**src/rtl/instruction_fetch.sv**
```systemverilog
// Instruction fetch unit: PC register, byte-wide combinational instruction memory
// interface and a 2-entry {instr, pc} buffer toward the decoder.
module instruction_fetch #(
    parameter int                    IMEM_DEPTH = 4,
    parameter logic [IMEM_DEPTH*8-1:0] RESET_PC = '0
) (
    input  logic                    clk,
    input  logic                    reset,
    input  logic                    start,
    input  logic                    halt,
    input  logic                    redirect_valid,
    input  logic [IMEM_DEPTH*8-1:0] redirect_pc,
    output logic [IMEM_DEPTH*8-1:0] imem_addr,
    input  logic [7:0]              imem_data,
    output logic                    instr_valid,
    input  logic                    instr_ready,
    output logic [7:0]              instr,
    output logic [IMEM_DEPTH*8-1:0] instr_pc,
    output logic                    busy
);
    localparam int AW = IMEM_DEPTH * 8;

    typedef enum logic [1:0] {
        IDLE   = 2'd0,
        FETCH  = 2'd1,
        FULL   = 2'd2,
        HALTED = 2'd3
    } state_t;

    state_t          state_q, state_d;
    logic [AW-1:0]   pc_q, pc_d;
    logic [1:0]      count_q, count_d;
    logic [7:0]      instr0_q, instr0_d, instr1_q, instr1_d;
    logic [AW-1:0]   pc0_q, pc0_d, pc1_q, pc1_d;

    logic            pop;
    logic            push;
    logic [1:0]      wr_idx;

    assign pop         = (count_q != 2'd0) && instr_ready;
    assign imem_addr   = pc_q;
    assign instr_valid = (count_q != 2'd0);
    assign instr       = instr0_q;
    assign instr_pc    = pc0_q;
    assign busy        = (state_q == FETCH) || (state_q == FULL);

    always_comb begin
        state_d  = state_q;
        pc_d     = pc_q;
        count_d  = count_q;
        instr0_d = instr0_q;
        instr1_d = instr1_q;
        pc0_d    = pc0_q;
        pc1_d    = pc1_q;
        push     = 1'b0;
        wr_idx   = 2'd0;

        if (redirect_valid) begin
            // Flush wins over everything; an accompanying pop is simply absorbed.
            count_d = 2'd0;
            pc_d    = redirect_pc;
            if (state_q == FETCH || state_q == FULL)
                state_d = FETCH;
        end else begin
            unique case (state_q)
                IDLE, HALTED: begin
                    if (start)
                        state_d = FETCH;
                end
                FETCH: begin
                    if (halt)
                        state_d = HALTED;
                    else
                        push = (count_q < 2'd2) || pop;
                end
                FULL: begin
                    if (halt)
                        state_d = HALTED;
                    else if (pop)
                        state_d = FETCH;
                end
                default: state_d = IDLE;
            endcase

            if (pop) begin
                instr0_d = instr1_q;
                pc0_d    = pc1_q;
            end
            if (push) begin
                wr_idx = count_q - {1'b0, pop};
                if (wr_idx == 2'd0) begin
                    instr0_d = imem_data;
                    pc0_d    = pc_q;
                end else begin
                    instr1_d = imem_data;
                    pc1_d    = pc_q;
                end
                pc_d = pc_q + 1'b1;
            end

            count_d = count_q + {1'b0, push} - {1'b0, pop};
            if (state_q == FETCH && !halt && count_d == 2'd2)
                state_d = FULL;
        end
    end

    always_ff @(posedge clk) begin
        if (reset) begin
            state_q  <= IDLE;
            pc_q     <= RESET_PC;
            count_q  <= 2'd0;
            instr0_q <= '0;
            instr1_q <= '0;
            pc0_q    <= '0;
            pc1_q    <= '0;
        end else begin
            state_q  <= state_d;
            pc_q     <= pc_d;
            count_q  <= count_d;
            instr0_q <= instr0_d;
            instr1_q <= instr1_d;
            pc0_q    <= pc0_d;
            pc1_q    <= pc1_d;
        end
    end
endmodule

```
**config.mk**
```make
export PLATFORM = sky130hd
export DESIGN_NAME = instruction_fetch
export DESIGN_NICKNAME = d
export VERILOG_FILES = /design/src/rtl/instruction_fetch.sv
export SDC_FILE = /design/constraint.sdc
export NUM_CORES = 1
export LEC_CHECK = 0
export BUFFER_PORTS_ARGS = -buffer_cell sky130_fd_sc_hd__buf_4
export CAP_MARGIN = 20
export CORE_MARGIN = 8
export CORE_UTILIZATION = 50
export DETAILED_ROUTE_END_ITERATION = 16
export PLACE_DENSITY = 0.86
export SLEW_MARGIN = 5
export SYNTH_ARGS = -nofsm -noshare
export SYNTH_HDL_FRONTEND = slang
export SYNTH_SLANG_ARGS = --single-unit
```
**constraint.sdc**
```tcl
create_clock -name clk -period 3.8 [get_ports clk]
set_input_delay 0.76 -clock clk [delete_from_list [all_inputs] [get_ports clk]]
set_output_delay 0.76 -clock clk [all_outputs]
set_load 0.03 [all_outputs]
```
==> impl_metrics.json <==
{
  "vias": 5005,
  "num_rows": 37,
  "drive_gt1_share_pct": 23.37,
  "drtPass1Iterations": 5,
  "synth_cells": 628,
  "cts_tree": "done",
  "coreArea_um2": 10180,
  "yosysUniqueCellTypes": 44,
  "die_h_um": 117.9,
  "grt_pass1_wl_um": 24490,
  "antenna_cells": 0,
  "post-cts-setup-buffers": 0,
  "nets": 774,
  "endpoint_kind": "flip-flop",
  "wl_um": 14680,
  "start_util_pct": 50.93,
  "fin_skew_ns": 0.008433,
  "yosysSeqAreaShare_pct": 44.77,
  "grt_pass1_vias": 5009,
  "die_area_um2": 13890,
  "setup_tns_ns": 0,
  "report.final.setup_viol": 0,
  "tightest_slew_ns": 0.8894,
  "max_cap_violations": 0,
  "relSlewSlack_pct": 40.62,
  "fin_util_pct": 65.59,
  "grt_max_degree": 85,
  "overflow": 0,
  "syn_to_final_growth_pct": 28.77,
  "track_usage_pct": 20.99,
  "ios": 120,
  "rsz0062_at_grt": "false",
  "first_iter_violations": 351,
  "synth_nets": 679,
  "cp_max_fo": 11,
  "drv_slew": 0,
  "leakage_nw": 2.590,
  "htree_levels": 4,
  "timing.final.crit_share_pct": 75.66,
  "ant_nets": 0,
  "cts-resized-gates": 0,
  "ctsHoldBuffers": 0,
  "min_path_type": "reg -> reg",
  "crit_type": "reg -> reg",
  "status": "complete, no violations",
  "dpl.hpwl_um": 9975,
  "clk_latency_ns": 0.51,
  "cts.clk_slew.worst_paths_ns": 0.06,
  "worstPathRequired_ns": 4.16,
  "cts_num_sinks": 116,
  "yosysWarnings": 0,
  "synth-seq-cells": 116,
  "clk_path_buf_depth": 2,
  "routed_wire_length_per_instance_um": 16.83,
  "syn-mean-instance-area_um2": 8.260,
  "dieWidth_um": 117.9,
  "synth_area_um2": 5187,
  "arrival_ns": 3.24,
  "crit_path_start_kind": "flip-flop",
  "fmax_ghz": 0.3478,
  "viasPerCell": 5.740,
  "route.detailed.drc": 0,
  "cts_buffers": 17,
  "routabilityCongestion": 0.8392,
  "power_w": 0.003302,
  "min_period_ns": 2.875,
  "hold_violations": 0,
  "peakVddDrop_mv": 0.2563,
  "powerDensity_nw_per_um2": 494.2,
  "port_buffers": 119,
  "antenna_found_initial": 0,
  "root_buffer": "clkbuf_8"
}
## registers in the layout, summed over array words and instances, names as in the netlist
name,flops
pc1_q,32
imem_addr,32
state_q,2
instr,8
instr1_q,8
count_q,2
instr_pc,32
## worst paths after layout
kind / from / end / slack [ns] / cells past startpoint
worst min register to register: pc1_q[26] / pc1_q[26] / 0.45 / 2
worst min-delay path: pc1_q[26] / pc1_q[26] / 0.45 / 2
worst max register to register: state_q[1] / state_q[1] / 0.93 / 12
worst max-delay path: state_q[1] / state_q[1] / 0.93 / 12
## final cells by class
type | instances | area (um2)
clock buffer | 20 | 435.4
multi-input combinational | 411 | 2479
clock inverter | 12 | 132.6
fill | 827 | 3505
tap | 136 | 170.2
sequential | 116 | 2322
inverter | 50 | 187.7
timing repair buffer | 127 | 953.4
## layer usage
metal / track usage, % / wire length [um]
met3: 6.139 / 953
met1: 25.19 / 6320
met4: 6.405 / 168
met5: 0 / 0
met2: 35.44 / 7237
## power by group
part / internal [W] / switching (W) / total, W
clock: 0.000948 / 0.000560 / 0.00151
sequential: 0.00127 / 0.0000662 / 0.00134
combinational: 0.000180 / 0.000274 / 0.000454
## synth_stat cells (all sizes together)
cell type  instances  area, um2
dfxtp            116       2322
nand2            109      409.1
inv               50      187.7
a21oi             49      245.2
clkbuf            46      172.7
o22ai             45      281.5
a221oi            40      350.3
nor2              27      101.4
a211oi            18      140.1
xnor2             15      131.4
nand3             14      70.07
xor2              14      122.6
nand4              9      77.57
nor3               9      55.05
nor4               8      62.56
and2               5      31.28
buf                5      31.28
ha                 5      62.56
a311oi             4      35.03
o21ai              4      20.02
or3                4      25.02
a21o               3      22.52
and3               3      18.77
and4               3      26.28
mux2i              3      30.03
nor2b              3      18.77
or2                3      18.77
a31oi              2      12.51
nand2b             2      12.51
nand4b             2      17.52
o31ai              2      15.01
mux2               1      11.26
nor4b              1      15.01
o211ai             1      7.510
o21a               1      7.510
o21bai             1      7.510
or4                1      11.26
## layout by cell type, fill, tap and decap left out, types with 3 or more instances in the layout
master and count:
a211oi_1 17, a21o_1 3, a21oi_1 49, a221oi_1 40, a311oi_1 4, and2_1 5, and3_1 3, and4_1 3
buf_4 127, clkbuf_16 16, clkinv_2 3, clkinv_4 4, clkinvlp_4 3, dfxtp_1 116, ha_1 5, inv_1 49
mux2i_1 3, nand2_1 109, nand3_1 14, nand4_1 7, nor2_1 27, nor2b_1 3, nor3_1 6, nor3_2 3
nor4_1 6, o21ai_0 4, o22ai_1 45, or2_2 3, or3_1 4, xnor2_1 15, xor2_1 14
## per-stage QoR
step	setup WS (ns)	cells	instance area [um2]	hold WS (ns)
after floorplan	1.215	628	5187	0.4365
after global placement	0.7886	840	6112	0.4416
after detailed placement	0.6900	840	6112	0.4479
after global routing	0.6839	872	6680	0.4770
final	0.9251	872	6680	0.4548
after CTS	0.9401	872	6680	0.4550
## critical path, stage by stage (launching register included)
cell	delay [ns]
dfxtp_1	0.32
inv_1	0.08
ha_1	0.20
nor2b_1	0.34
nand2_1	0.37
ha_1	0.40
inv_1	0.04
ha_1	0.17
xor2_1	0.15
xnor2_1	0.14
nor3_1	0.28
o21a_1	0.18
o31ai_1	0.06
## logic make-up after synthesis
kind of cell / share of synthesized area [%]
AND/OR/NAND/NOR: 18.72
buffers and inverters: 7.550
AO/OA/AOI/OAI: 22.07
flip-flops: 44.77
XOR/XNOR: 4.896
adder cells (fa/ha/maj): 1.206
multiplexers: 0.7960
Power figures use the tool's default switching activity.
